**config.mk**
```make
export PLATFORM = sky130hd
export DESIGN_NAME = flex_counter_mc
export DESIGN_NICKNAME = d
export VERILOG_FILES = /design/src/rtl/flex_counter_mc_pkg.sv /design/src/rtl/flex_counter_ch.sv /design/src/rtl/flex_counter_mc.sv
export SDC_FILE = /design/constraint.sdc
export NUM_CORES = 1
export LEC_CHECK = 0
export CORE_UTILIZATION = 60
export DETAILED_ROUTE_END_ITERATION = 8
export PLACE_DENSITY = 0.88
export RECOVER_POWER = 25
export SLEW_MARGIN = 10
export SYNTH_ARGS = -nofsm -noshare
export SYNTH_HDL_FRONTEND = slang
export SYNTH_SLANG_ARGS = --single-unit
```
**constraint.sdc**
```tcl
create_clock -name clk -period 6.2 [get_ports clk]
set_input_delay 1.24 -clock clk [delete_from_list [all_inputs] [get_ports clk]]
set_output_delay 1.24 -clock clk [all_outputs]
set_load 0.01 [all_outputs]
```
**src/rtl/flex_counter_mc_pkg.sv**
```systemverilog
// Shared constants for the multi-channel flex counter bank.
package flex_counter_mc_pkg;
  localparam logic DIR_UP       = 1'b0;
  localparam logic DIR_DOWN     = 1'b1;
  localparam int   DEF_CNT_BITS = 8;
  localparam int   DEF_NUM_CH   = 4;
endpackage

```
**src/rtl/flex_counter_ch.sv**
```systemverilog
// One counter channel: count, checkpoint and registered rollover flag.
// Priority is clear > revert > step > hold; rollover_val of 0 freezes stepping.
module flex_counter_ch
  import flex_counter_mc_pkg::*;
#(
  parameter int W = DEF_CNT_BITS
) (
  input  logic         clk,
  input  logic         n_rst,
  input  logic         clear,
  input  logic         count_enable,
  input  logic         count_down,
  input  logic         save_count,
  input  logic         revert_count,
  input  logic [W-1:0] rollover_val,
  output logic [W-1:0] count_out,
  output logic         rollover_flag
);

  logic [W-1:0] ckpt;
  logic [W-1:0] step_count;
  logic [W-1:0] next_count;
  logic         next_flag;

  always_comb begin
    step_count = count_out;
    next_count = count_out;
    next_flag  = 1'b0;

    // Terminal compares keep the sequence inside 1..R, so no modular wrap occurs.
    if (count_down == DIR_UP)
      step_count = (count_out >= rollover_val) ? W'(1) : count_out + W'(1);
    else
      step_count = ((count_out <= W'(1)) || (count_out > rollover_val)) ?
                   rollover_val : count_out - W'(1);

    if (clear)
      next_count = '0;
    else if (revert_count)
      next_count = ckpt;
    else if (count_enable && (rollover_val != '0))
      next_count = step_count;

    if (rollover_val != '0) begin
      if (count_down == DIR_DOWN)
        next_flag = (next_count == W'(1));
      else
        next_flag = (next_count == rollover_val) && !clear;
    end
  end

  always_ff @(posedge clk or negedge n_rst) begin
    if (!n_rst) begin
      count_out     <= '0;
      rollover_flag <= 1'b0;
      ckpt          <= '0;
    end else begin
      count_out     <= next_count;
      rollover_flag <= next_flag;
      // Sampling the pre-edge count makes save+revert a swap.
      if (save_count)
        ckpt <= count_out;
    end
  end

endmodule

```
**src/rtl/flex_counter_mc.sv**
```systemverilog
// Bank of NUM_CH flex counters with optional atomic snapshot readback.
// Snapshot bank present only when FLEX_COUNTER_MC_SNAPSHOT_EN is defined.
module flex_counter_mc
  import flex_counter_mc_pkg::*;
#(
  parameter int NUM_CNT_BITS = DEF_CNT_BITS,
  parameter int NUM_CH       = DEF_NUM_CH
) (
  input  logic                           clk,
  input  logic                           n_rst,
  input  logic [NUM_CH-1:0]              clear,
  input  logic [NUM_CH-1:0]              count_enable,
  input  logic [NUM_CH-1:0]              count_down,
  input  logic [NUM_CH-1:0]              save_count,
  input  logic [NUM_CH-1:0]              revert_count,
  input  logic [NUM_CH*NUM_CNT_BITS-1:0] rollover_val,
  output logic [NUM_CH*NUM_CNT_BITS-1:0] count_out,
  output logic [NUM_CH-1:0]              rollover_flag,
  input  logic                           snap_req,
  output logic                           snap_valid,
  output logic [NUM_CH*NUM_CNT_BITS-1:0] snap_data
);

  for (genvar i = 0; i < NUM_CH; i++) begin : g_ch
    flex_counter_ch #(.W(NUM_CNT_BITS)) u_ch (
      .clk          (clk),
      .n_rst        (n_rst),
      .clear        (clear[i]),
      .count_enable (count_enable[i]),
      .count_down   (count_down[i]),
      .save_count   (save_count[i]),
      .revert_count (revert_count[i]),
      .rollover_val (rollover_val[i*NUM_CNT_BITS +: NUM_CNT_BITS]),
      .count_out    (count_out[i*NUM_CNT_BITS +: NUM_CNT_BITS]),
      .rollover_flag(rollover_flag[i])
    );
  end

`ifdef FLEX_COUNTER_MC_SNAPSHOT_EN
  // All channels are captured from the same pre-edge count_out vector.
  always_ff @(posedge clk or negedge n_rst) begin
    if (!n_rst) begin
      snap_valid <= 1'b0;
      snap_data  <= '0;
    end else begin
      snap_valid <= snap_req;
      if (snap_req)
        snap_data <= count_out;
    end
  end
`else
  logic unused_snap_req;
  assign unused_snap_req = snap_req;
  assign snap_valid      = 1'b0;
  assign snap_data       = '0;
`endif

endmodule

```
## Word-level counts from Yosys, hierarchy flattened

Index checks and enable logic that the tools add are counted.

| cells by class | value |
|---|---|
| eq/ne operators | 8 |
| reductions and logical operators | 20 |
| $add $sub $neg | 8 |
| muxes and demuxes | 32 |
| magnitude comparators | 12 |

Operators with widths:

| cell | number |
|---|---|
| 8-bit two-way mux | 24 |
| 8-bit by 1-bit adder with 8-bit output, second input constant | 4 |
| 8-bit by 1-bit equality test with 1-bit output, second input constant | 4 |
| 8-bit equality test | 4 |
| 8-bit >= comparator | 4 |
| 8-bit > comparator | 4 |
| 8-bit by 1-bit less-or-equal comparator with 1-bit output, second input constant | 4 |
| 8-bit nonzero test | 4 |
| 8-bit by 1-bit subtractor with 8-bit output, second input constant | 4 |
| 1-bit logical AND | 8 |
| 1-bit two-way mux | 8 |
| 1-bit logical NOT | 4 |
| 1-bit logical OR | 4 |

| word-level totals | value |
|---|---|
| logic and storage cells | 92 |
| flip-flop bits (word level) | 68 |
| output and inout port bits | 69 |
| input bits | 55 |

## Logic depth before layout (Yosys ltp)

Gate-level depths: netlist (run 1).

| logic depth | value |
|---|---|
| depth after elaboration | 11 |
| mapped depth | 15 |

## Hierarchy

Synthesis (run 1) repeated with hierarchy kept, for this count alone.

| second synthesis, totals | value |
|---|---|
| cell total of the unflattened synthesis | 985 |
| area, all modules | 7,870.0 sq um |

Modules (own cells, without submodules):

| module | area an instance (sq um) | cells an instance | sequential area each (sq um) | instances |
|---|---|---|---|---|
| flex_counter_ch at g_ch[1].u_ch ... | 1,906.8 | 242 | 425.4 | 2 |
| flex_counter_ch at g_ch[0].u_ch | 1,965.6 | 237 | 425.4 | 1 |
| flex_counter_ch at g_ch[3].u_ch | 1,839.3 | 230 | 425.4 | 1 |
| flex_counter_mc | 251.5 | 34 | 0.0 | 1 |

## Worst setup path after synthesis (run 1)

Ideal clock, no wire load.

| timing path | value |
|---|---|
| path type | in2reg |
| start point | input rollover_val[9] |
| end point | register g_ch[1].u_ch.rollover_flag |
| setup slack | 2,268 ps |
| stages | 13 |
| arrival | 3,828 ps |
| setup time | 103 ps |
| cells stage by stage | inv_1 ha_1 nor2b_1 o211ai_1 a21oi_1 o22ai_1 clkbuf_1 a31oi_1 o221ai_2 nand2_2 or4_1 or3_1 o41ai_2 |

| on the way | value |
|---|---|
| word-level cells in the longest chain between the ends | 11 |
| elaborated cells on any way between the ends | 16 |
| those cells by class | order compare: 2; eq/ne: 2; mux: 8; reduce/logical: 4 |

RTL lines:

| what | RTL line | text |
|---|---|---|
| start, declared | flex_counter_mc.sv:16 | `input logic [NUM_CH*NUM_CNT_BITS-1:0] rollover_val,` |
| 8-bit > comparator | flex_counter_ch.sv:34 | `step_count = ((count_out <= W'(1)) \|\| (count_out > rollover_val)) ?` |
| 1-bit logical OR | flex_counter_ch.sv:34 |  |
| 8-bit two-way mux | flex_counter_ch.sv:34 |  |
| 8-bit two-way mux | flex_counter_ch.sv:31 | `if (count_down == DIR_UP)` |
| 8-bit two-way mux * | flex_counter_ch.sv:41 | `else if (count_enable && (rollover_val != '0))` |
| 8-bit two-way mux * | flex_counter_ch.sv:39 | `else if (revert_count)` |
| 8-bit two-way mux * | flex_counter_ch.sv:37 | `if (clear)` |
| net g_ch[1].u_ch.next_count[5] | flex_counter_ch.sv:22 | `logic [W-1:0] next_count;` |
| 8-bit equality test | flex_counter_ch.sv:48 | `next_flag = (next_count == rollover_val) && !clear;` |
| 1-bit logical AND | flex_counter_ch.sv:48 |  |
| 1-bit two-way mux * | flex_counter_ch.sv:45 | `if (count_down == DIR_DOWN)` |
| 1-bit two-way mux * | flex_counter_ch.sv:44 | `if (rollover_val != '0) begin` |
| net g_ch[1].u_ch.next_flag | flex_counter_ch.sv:23 | `logic next_flag;` |
| end signal, assigned | flex_counter_ch.sv:59 | `rollover_flag <= next_flag;` |
| end, declared | flex_counter_ch.sv:17 | `output logic rollover_flag` |

Mark *: on every way through the listed nets, which the timed path passes. The rest lies on a longest branch.
A chain may end at the register's enable or synchronous reset.

## Worst setup path after layout (run 1)

| timing path | value |
|---|---|
| start point | input rollover_val[11] |
| end point | register g_ch[1].u_ch.rollover_flag |

The elaborated chain is that of the path after synthesis.

==> flow_metrics.py, run 1 <==
metrics = {
    "synthesis": {
        "syn-cell-area_sq_um": 7531,
        "ys_seq_elements": 68,
        "synth_edf_count": 0,
        "ys.flop_type": "dfrtp_1",
        "seq_area_frac_synth_pct": 22.60,
        "synth_cell_types": 84,
        "async_flop_share_pct": 100.0,
        "syn_inst": 985,
        "yosysWarnings": 0,
        "syn_area_per_cell_sq_um": 7.646,
    },
    "sta": {
        "clock_skew_ns": 0.008320,
        "tightest_slew_ns": 3.857,
        "tns_ns": 0,
        "hold_viol_final": 0,
        "max_slew_margin_pct": -157.1,
        "finalSetupViolations": 0,
        "min_period_ns": 4.791,
        "slew_violations": 69,
        "fin_crit_sh_pct": 77.27,
        "rsz0062_at_grt": "false",
        "max_freq_ghz": 0.2087,
    },
    "floorplan": {
        "core_area_sq_um": 12110,
        "rows": 40,
        "die-height_um": 114.0,
        "num_io_pins": 124,
        "die_x_um": 114.0,
        "initial_core_util_pct": 62.18,
        "die-area_sq_um": 13000,
    },
    "worst_setup_path": {
        "worstSetupEndpointType": "flip-flop",
        "ff2ff_setup_slack_ns": 2.27,
        "crit_type": "in -> reg",
        "crit_path_start_kind": "input port",
        "crit_fanout": 12,
        "worstPathArrival_ns": 5.04,
        "worstPathRequired_ns": 6.45,
    },
    "clock_network": {
        "cts_root_buffer": "clkbuf_16",
        "worstSkewPairLatency_ns": 0.34,
        "ctsResizeCount": 0,
        "cts_hold_buffers": 0,
        "numCtsBuffers": 9,
        "clockBufferDepth": 2,
        "tritoncts": "done",
        "cts.clk_slew.worst_paths_ns": 0.06,
        "clkSinkCount": 68,
        "cts_setup_buffers": 0,
        "cts_htree_levels": 3,
    },
    "place": {
        "place_congestion": 0.9818,
        "dp_hpwl_um": 16180,
        "io_buffers": 89,
    },
    "finish": {
        "utilization_pct": 70.27,
        "area_growth_syn_to_layout_pct": 13.01,
        "nets": 1120,
        "drive_gt1_share_pct": 7.310,
        "antenna_cells": 0,
    },
    "global_route": {
        "grt_pass1_wl_um": 36180,
        "gr-usage-all-layers_pct": 35.03,
        "overflow": 0,
        "grt_pass1_vias": 7213,
        "antenna_found_initial": 0,
        "grt_max_degree": 69,
    },
    "route": {
        "wire_per_inst_um": 18.84,
        "drt_pass1_iterations": 7,
        "vias": 7824,
        "viasPerCell": 6.553,
        "drt_iter0_drc": 760,
        "route.detailed.drc": 0,
        "ant_nets": 0,
        "drt_wl_total_um": 22490,
    },
    "status": {
        "status": "finished with violations",
        "violations": "max-capacitance violations, max-slew violations",
    },
    "power": {
        "p_per_area_nw_per_um2": 219.0,
        "cellLeakagePower_nw": 3.588,
        "ir_worst_vdd_v": 0.0001336,
    },
    "min_path": {
        "hold_class": "reg -> reg",
    },
    "run": {
        "cap_violations": 1,
    },
}
flip-flops by register name, indices dropped and copies added (netlist names):
name	flops
g_ch.u_ch.ckpt	32
g_ch.u_ch.count_out	32
g_ch.u_ch.rollover_flag	4
stage by stage:
step	cells	instance area [sq um]	worst slack (ns)	total power [mW]	hold slack [ns]
floorplan	1017	7651	2.268	1.108	0.4805
CTS	1194	8514	1.506	1.851	0.5168
global placement	1178	8213	1.206	1.312	0.4904
finish	1194	8511	1.409	1.864	0.5134
global route	1194	8511	1.034	1.966	0.5205
detailed placement	1178	8213	1.155	1.321	0.4964
report_power, final:
part / switching [mW] / internal [mW] / total, mW
Sequential: 0.0994 / 0.490 / 0.589
Combinational: 0.438 / 0.311 / 0.750
Clock: 0.212 / 0.313 / 0.525
critical path, cell delays in order:
cell and delay, ns:
clkdlybuf4s50_1 0.63, inv_1 0.08, ha_1 0.33, a21oi_1 0.25
a21oi_1 0.10, o22ai_1 0.74, a31oi_1 0.20, o221ai_2 0.29
nand2_2 0.11, or4_1 0.49, or3_1 0.37, o41ai_2 0.20
metal layers:
layer / vias to the layer above / GRT usage [%] / wire (um)
met4: 0 / 15.93 / 675
met1: 3641 / 47.04 / 9247
met5: - / 0 / 0
met3: 73 / 5.632 / 2152
li1: 3629 / - / -
met2: 481 / 55.52 / 10420
layout by cell type, fill, tap and decap left out, types with 9 or more instances in the layout:
| cell | n |
|---|---|
| conb_1 | 33 |
| xor2_1 | 14 |
| mux2i_1 | 10 |
| mux2_2 | 23 |
| ha_1 | 44 |
| clkdlybuf4s50_1 | 88 |
| clkbuf_16 | 9 |
| inv_1 | 68 |
| or3_1 | 12 |
| xnor2_1 | 27 |
| o31ai_1 | 15 |
| o21ai_0 | 59 |
| nand4_1 | 21 |
| nor4_1 | 22 |
| nor2_1 | 63 |
| nand3_1 | 31 |
| nor2b_1 | 10 |
| nand2_1 | 87 |
| and3_1 | 9 |
| a21oi_1 | 69 |
| o211ai_1 | 12 |
| nor3_1 | 35 |
| a31oi_1 | 18 |
| nand2b_1 | 9 |
| dfrtp_1 | 68 |
| a21o_1 | 10 |
cell usage after synthesis, types with 6 or more instances:
cell type / number / area share [%]
o221ai_1: 6 / 0.70
o211ai_1: 12 / 1.2
a21o_1: 10 / 1.0
o21ai_0: 59 / 3.9
clkbuf_1: 47 / 2.3
mux2i_1: 10 / 1.3
inv_1: 68 / 3.4
o31ai_1: 15 / 1.5
nor4_1: 22 / 1.8
or3_1: 12 / 1.0
nor3_1: 35 / 2.3
xnor2_1: 27 / 3.1
and2_1: 8 / 0.66
or4_1: 6 / 0.60
a221oi_1: 8 / 0.93
nor2b_1: 10 / 0.83
buf_4: 40 / 4.0
nand4_1: 21 / 1.7
a31oi_1: 18 / 1.5
dfrtp_1: 68 / 23
nand2_1: 87 / 4.3
xor2_1: 14 / 1.6
nand3_1: 31 / 2.1
and3_1: 9 / 0.75
ha_1: 44 / 7.3
nor2_1: 63 / 3.1
a22oi_1: 7 / 0.70
buf_2: 7 / 0.47
mux2_2: 23 / 3.4
nand2b_1: 9 / 0.75
a21oi_1: 69 / 4.6
a211oi_1: 8 / 0.80
final timing paths:
path,end,cells after the start,startpoint
setup / recovery,g_ch[1].u_ch.rollover_flag$_DFF_PN0_,12,rollover_val[11]
hold / removal,g_ch[1].u_ch.ckpt[7]$_DFFE_PN0P_,1,g_ch[1].u_ch.ckpt[7]$_DFFE_PN0P_
setup reg to reg,g_ch[1].u_ch.rollover_flag$_DFF_PN0_,10,g_ch[1].u_ch.count_out[5]$_DFF_PN0_
hold reg to reg,g_ch[1].u_ch.ckpt[7]$_DFFE_PN0P_,1,g_ch[1].u_ch.ckpt[7]$_DFFE_PN0P_
max in group asynchronous,g_ch[3].u_ch.count_out[5]$_DFF_PN0_,2,n_rst
min in group asynchronous,g_ch[1].u_ch.count_out[7]$_DFF_PN0_,2,n_rst
kinds of logic after synthesis:
kind of cell / share of synthesized area [%]
flops: 22.60
other cells: 0.04979
compound gates: 25.67
xor+xnor: 4.768
buf+inv: 10.73
fa+ha+maj: 7.310
mux: 4.768
simple gates: 24.11
area by class of cell:
| type | instances | area (sq um) |
|---|---|---|
| Timing Repair Buffer | 91 | 897.1 |
| Fill cell | 1046 | 3601 |
| Tap cell | 168 | 210.2 |
| Clock inverter | 7 | 76.32 |
| Multi-Input combinational cell | 782 | 5141 |
| Sequential cell | 68 | 1702 |
| Clock buffer | 9 | 225.2 |
| Inverter | 69 | 259.0 |
Note: power is estimated with default switching activity, not from simulation.
==> inputs of run 2 (changes only) <==
--- a/config.mk
+++ b/config.mk
@@ -5,9 +5,9 @@
 export SDC_FILE = /design/constraint.sdc
 export NUM_CORES = 1
 export LEC_CHECK = 0
-export CORE_UTILIZATION = 60
+export CORE_UTILIZATION = 56
 export DETAILED_ROUTE_END_ITERATION = 8
-export PLACE_DENSITY = 0.88
+export PLACE_DENSITY = 0.83
 export RECOVER_POWER = 25
 export SLEW_MARGIN = 10
 export SYNTH_ARGS = -nofsm -noshare
==> constraint.sdc (replaced) <==
create_clock -name clk -period 4.8 [get_ports clk]
set_input_delay 0.96 -clock clk [delete_from_list [all_inputs] [get_ports clk]]
set_output_delay 0.96 -clock clk [all_outputs]
set_load 0.01 [all_outputs]
==> run 2 against run 1 <==
Effect of this change: the run still ends with max-capacitance violations, max-slew violations left; first-iteration DRC count grew 19%; register-to-register slack got worse by 1.2 ns; core utilization decreased by 4.3 points; combinational power is 32% higher.
==> flow_metrics.py, run 2 (synthesis results as in run 1) <==
metrics = {
    "sta": {
        "tightest_slew_ns": 1.740,
        "hold_viol_final": 0,
        "fin_ws_ns": 0.4704,
        "max_freq_ghz": 0.2310,
        "fin_crit_sh_pct": 90.20,
        "slew_violations": 69,
        "rsz0062_at_grt": "false",
        "clock_skew_ns": 0.005645,
        "finalSetupViolations": 0,
        "tns_ns": 0,
        "max_slew_margin_pct": -15.97,
        "min_period_ns": 4.330,
    },
    "clock_network": {
        "clkSinkCount": 68,
        "clockBufferDepth": 2,
        "tritoncts": "done",
        "worstSkewPairLatency_ns": 0.33,
        "cts_hold_buffers": 0,
        "numCtsBuffers": 9,
        "ctsResizeCount": 0,
        "cts_setup_buffers": 0,
        "cts.clk_slew.worst_paths_ns": 0.06,
        "cts_htree_levels": 3,
        "cts_root_buffer": "clkbuf_16",
    },
    "worst_setup_path": {
        "path_cells": "clkdlybuf4s50_1, inv_1, ha_1, nor2b_1, o211ai_1, a21oi_1, o22ai_1, a31oi_1, o221ai_2, nand2_2, or4_1, or3_1, o41ai_2",
        "worstPathRequired_ns": 5.03,
        "crit_fanout": 9,
        "ff2ff_setup_slack_ns": 1.09,
        "slowest_delay_ns": 0.58,
        "timing.rr.end": "g_ch[1].u_ch.rollover_flag$_DFF_PN0_",
        "r2r_start": "g_ch[1].u_ch.count_out[1]$_DFF_PN0_",
        "worstSetupEndpointType": "flip-flop",
        "worstPathArrival_ns": 4.56,
        "slowest_stage": "clkdlybuf4s50_1",
        "reg2regPathDepth": 11,
        "crit_path_start_kind": "input port",
        "crit_type": "in -> reg",
    },
    "power": {
        "ir_worst_vdd_v": 0.0001644,
        "cellLeakagePower_nw": 3.704,
        "combPwrFrac_pct": 41.1,
        "switchingPower_mw": 0.9396,
        "p_per_area_nw_per_um2": 278.0,
        "switching_share_pct": 38.87,
        "p_clk_share_pct": 27.8,
        "total_power_mw": 2.417,
        "pwr-share-seq_pct": 31.1,
        "p_int_mw": 1.478,
    },
    "status": {
        "status": "finished with violations",
        "violations": "max-capacitance violations, max-slew violations",
    },
    "route": {
        "viasPerCell": 6.444,
        "vias": 7887,
        "drt_wl_total_um": 21880,
        "drt_pass1_iterations": 5,
        "wire_per_inst_um": 17.88,
        "route.detailed.drc": 0,
        "drt_iter0_drc": 905,
        "ant_nets": 0,
    },
    "global_route": {
        "grt_pass1_vias": 7286,
        "overflow": 0,
        "gr-usage-all-layers_pct": 31.64,
        "antenna_found_initial": 0,
        "grt_pass1_wl_um": 35940,
        "grt_max_degree": 69,
    },
    "finish": {
        "drive_gt1_share_pct": 9.351,
        "final_area_sq_um": 8697,
        "fill_cells": 1129,
        "reg.largest.list": "g_ch.u_ch.ckpt x32, g_ch.u_ch.count_out x32, g_ch.u_ch.rollover_flag x4",
        "multi_input_area_sq_um": 5141,
        "regArea_sq_um": 1702,
        "layout.cells.most_common_list": "clkdlybuf4s50_1 (88), nand2_1 (87), a21oi_1 (69), inv_1 (68), dfrtp_1 (68)",
        "final_common_cell": "clkdlybuf4s50_1",
        "area_growth_syn_to_layout_pct": 15.48,
        "nets": 1142,
        "antenna_cells": 0,
        "instances_no_fill": 1224,
    },
    "floorplan": {
        "rows": 42,
        "num_io_pins": 124,
        "initial_core_util_pct": 57.10,
        "die-height_um": 118.0,
        "core_area_sq_um": 13190,
        "die_x_um": 118.0,
        "die-area_sq_um": 13920,
    },
    "min_path": {
        "hold_end": "g_ch[2].u_ch.ckpt[1]$_DFFE_PN0P_",
        "hold_path_depth": 1,
        "hold_class": "reg -> reg",
        "worstHoldStart": "g_ch[2].u_ch.ckpt[1]$_DFFE_PN0P_",
    },
    "run": {
        "cap_violations": 1,
    },
    "place": {
        "place_area_sq_um": 8391,
        "pre_cts_ws_ns": 0.1932,
        "dpl.cell_count": 1208,
        "io_buffers": 89,
        "place_congestion": 1.074,
        "dp_hpwl_um": 15780,
    },
}
run 2: cell types whose count changed in the layout (fill, tap and decap cells not counted), sizes merged:
cell / change
clkinv: -3
bufinv: -1
clkbuf: +5
inv: -1
buf: +22
run 2: through the flow:
step | utilization [%] | hold WS [ns]
floorplan | - | 0.4805
global placement | 63.61 | 0.4908
detailed placement | 63.61 | 0.4959
CTS | 65.96 | 0.5108
global route | 65.94 | 0.5262
finish | 65.94 | 0.5044
run 2: area by class of cell:
type,count,share of cell area [%]
clock inverter,2,0.1726
inverter,69,2.978
sequential,68,19.57
clock buffer,14,3.381
timing repair buffer,113,12.26
tap,176,2.532
multi-input combinational,782,59.11
run 2: worst max path at each step:
| stage | endpoint | cells after the start | slack (ns) | startpoint |
|---|---|---|---|---|
| global route | g_ch[1].u_ch.rollover_flag$_DFF_PN0_ | 13 | 0.31 | rollover_val[9] |
| finish | g_ch[1].u_ch.rollover_flag$_DFF_PN0_ | 13 | 0.47 | rollover_val[9] |
| CTS | g_ch[1].u_ch.rollover_flag$_DFF_PN0_ | 13 | 0.54 | rollover_val[9] |
| detailed placement | g_ch[1].u_ch.rollover_flag$_DFF_PN0_ | 13 | 0.19 | rollover_val[9] |
| floorplan | g_ch[1].u_ch.rollover_flag$_DFF_PN0_ | 13 | 1.15 | rollover_val[9] |
| global placement | g_ch[1].u_ch.rollover_flag$_DFF_PN0_ | 13 | 0.25 | rollover_val[9] |
run 2: critical path, delay by kind of cell:
family	cells	cell delay, ns
fa+ha+maj	1	0.30
compound gates	6	1.56
buf+inv	2	0.66
simple gates	4	1.07
run 2: metal layers:
metal,global-route usage [%],vias to the layer above,share of wire [%]
met2,49.60,493,46
met1,41.78,3656,42
li1,-,3677,-
met4,12.66,0,2.5
met5,0,-,0
met3,7.607,61,9.9
run 2: power by group through the flow:
stage / combinational [mW] / clock (mW) / sequential [mW]
2_1_floorplan: 0.732 / 0 / 0.699
3_3_place_gp: 0.950 / 0 / 0.756
3_5_place_dp: 0.966 / 0 / 0.758
4_1_cts: 0.973 / 0.691 / 0.748
5_1_grt: 1.08 / 0.715 / 0.762
6_report: 0.993 / 0.672 / 0.752
==> inputs of run 3 (changes only) <==
==> constraint.sdc (replaced) <==
create_clock -name clk -period 4.3 [get_ports clk]
set_input_delay 0.86 -clock clk [delete_from_list [all_inputs] [get_ports clk]]
set_output_delay 0.86 -clock clk [all_outputs]
set_load 0.01 [all_outputs]
==> run 3 against run 2 <==
Effect of this change: the run still ends with max-capacitance violations, max-slew violations left; combinational power increased by 22%; core utilization increased by 2.7 points; highest routed layer unchanged; clock skew increased by 0.0035 ns; largest cell class unchanged; routed wire length increased by 4.5%; critical path depth unchanged; worst setup slack got worse by 0.073 ns.
==> flow_metrics.py, run 3 (synthesis results as in run 1) <==
metrics = {
    "route": {
        "drt_pass1_iterations": 5,
        "vias": 7939,
        "wire_per_inst_um": 17.97,
        "ant_nets": 0,
        "drt_wl_total_um": 22880,
        "drt_iter0_drc": 799,
        "route.detailed.drc": 0,
        "viasPerCell": 6.236,
    },
    "finish": {
        "regArea_sq_um": 1702,
        "drive_gt1_share_pct": 13.22,
        "final_common_cell": "clkdlybuf4s50_1",
        "layout.cells.most_common_list": "clkdlybuf4s50_1 (88), nand2_1 (87), buf_4 (73), a21oi_1 (69)",
        "antenna_cells": 0,
        "nets": 1191,
        "area_growth_syn_to_layout_pct": 20.19,
        "reg.largest.list": "g_ch.u_ch.ckpt x32, g_ch.u_ch.count_out x32, g_ch.u_ch.rollover_flag x4",
        "multi_input_area_sq_um": 5141,
        "final_area_sq_um": 9051,
        "fill_cells": 1156,
    },
    "worst_setup_path": {
        "cp.buffers_inverters": 2,
        "worstPathArrival_ns": 4.13,
        "path_cells": "clkdlybuf4s50_1, inv_1, ha_1, nor2b_1, o211ai_1, a21oi_1, o22ai_1, a31oi_1, o221ai_2, nand2_2, or4_1, or3_1, o41ai_2",
        "slowest_stage": "or4_1",
        "crit_family": "compound AO/OA/AOI/OAI gates",
        "worstPathRequired_ns": 4.53,
        "worstSetupEndpointType": "flip-flop",
        "slowest_delay_ns": 0.48,
        "crit_type": "in -> reg",
        "crit_fanout": 7,
        "crit_path_start_kind": "input port",
    },
    "sta": {
        "finalSetupViolations": 0,
        "tightest_slew_ns": 1.741,
        "rsz0062_at_grt": "false",
        "tns_ns": 0,
        "clock_skew_ns": 0.009112,
        "fin_crit_sh_pct": 90.75,
        "slew_violations": 69,
        "max_freq_ghz": 0.2563,
        "max_slew_margin_pct": -16.05,
        "min_period_ns": 3.902,
        "hold_viol_final": 0,
    },
    "floorplan": {
        "rows": 42,
        "die-height_um": 118.0,
        "initial_core_util_pct": 57.10,
        "die-area_sq_um": 13920,
        "core_area_sq_um": 13190,
        "num_io_pins": 124,
        "die_x_um": 118.0,
    },
    "global_route": {
        "grt_pass1_wl_um": 37300,
        "gr-usage-all-layers_pct": 33.35,
        "antenna_found_initial": 0,
        "grt_max_degree": 69,
        "overflow": 0,
        "grt_pass1_vias": 7259,
    },
    "clock_network": {
        "cts_root_buffer": "clkbuf_16",
        "tritoncts": "done",
        "numCtsBuffers": 9,
        "clockBufferDepth": 2,
        "cts_setup_buffers": 0,
        "cts_htree_levels": 3,
        "ctsResizeCount": 0,
        "worstSkewPairLatency_ns": 0.33,
        "cts_hold_buffers": 0,
        "cts.clk_slew.worst_paths_ns": 0.06,
        "clkSinkCount": 68,
    },
    "place": {
        "place_congestion": 1.005,
        "io_buffers": 89,
        "dp_hpwl_um": 17280,
        "place_area_sq_um": 8758,
    },
    "power": {
        "total_power_mw": 2.766,
        "ir_worst_vdd_v": 0.0002686,
        "cellLeakagePower_nw": 3.941,
        "p_per_area_nw_per_um2": 305.6,
    },
    "status": {
        "violations": "max-capacitance violations, max-slew violations",
        "status": "finished with violations",
    },
    "run": {
        "cap_violations": 1,
    },
    "min_path": {
        "hold_class": "reg -> reg",
    },
}
[run 3: cell types whose count changed in the layout (fill, tap and decap cells not counted)]
| cell | change |
|---|---|
| buf_4 | +49 |
| clkinv_2 | +2 |
| clkinv_4 | +1 |
| clkbuf_8 | -4 |
| bufinv_16 | +1 |
| clkbuf_1 | +2 |
| clkinvlp_4 | -2 |
[run 3: path summary, 6_finish.rpt]
path,to,startpoint,cells after the start,slack [ns]
setup / recovery,g_ch[1].u_ch.rollover_flag$_DFF_PN0_,rollover_val[9],13,0.40
hold / removal,g_ch[3].u_ch.ckpt[6]$_DFFE_PN0P_,g_ch[3].u_ch.ckpt[6]$_DFFE_PN0P_,1,0.51
setup reg to reg,g_ch[1].u_ch.rollover_flag$_DFF_PN0_,g_ch[1].u_ch.count_out[5]$_DFF_PN0_,10,0.90
hold reg to reg,g_ch[3].u_ch.ckpt[6]$_DFFE_PN0P_,g_ch[3].u_ch.ckpt[6]$_DFFE_PN0P_,1,0.51
max in group asynchronous,g_ch[3].u_ch.ckpt[0]$_DFFE_PN0P_,n_rst,1,2.28
min in group asynchronous,g_ch[1].u_ch.count_out[7]$_DFF_PN0_,n_rst,1,0.98
[run 3: final cells by class]
cell class | instances | area share, %
timing repair buffer | 162 | 15.84
tap | 176 | 2.433
inverter | 69 | 2.861
clock buffer | 12 | 2.723
sequential | 68 | 18.80
clock inverter | 4 | 0.5391
multi-input combinational | 782 | 56.80
[run 3: report_power, final]
| group | switching, mW | leakage [nW] | internal, mW |
|---|---|---|---|
| clock | 0.275 | 0.147 | 0.464 |
| sequential | 0.108 | 0.911 | 0.708 |
| combinational | 0.686 | 2.88 | 0.525 |
| total | 1.07 | 3.94 | 1.70 |
[run 3: stage by stage]
stage | util [%] | setup WS (ns) | instances | hold WS (ns)
floorplan | - | 0.7482 | 1017 | 0.4805
detailed placement | 66.40 | 0.08510 | 1257 | 0.4975
finish | 68.62 | 0.3978 | 1273 | 0.5088
global route | 68.62 | 0.1399 | 1273 | 0.5257
CTS | 68.64 | 0.4434 | 1273 | 0.5123
global placement | 66.40 | 0.07113 | 1257 | 0.4903
[run 3: routing by layer]
layer / track usage [%] / share of wire (%) / up-vias
met5: 0 / 0 / -
met4: 10.74 / 2.1 / 0
met3: 4.651 / 8.9 / 47
met2: 52.13 / 46 / 454
met1: 47.30 / 43 / 3675
li1: - / - / 3763
[run 3: worst register-to-register path: stages (launching register included)]
cell and delay, ns:
dfrtp_1 0.66, ha_1 0.35, a21oi_1 0.18, o21ai_2 0.09
o22ai_1 0.44, a31oi_1 0.20, o221ai_2 0.25, nand2_2 0.09
or4_1 0.48, or3_1 0.37, o41ai_2 0.20
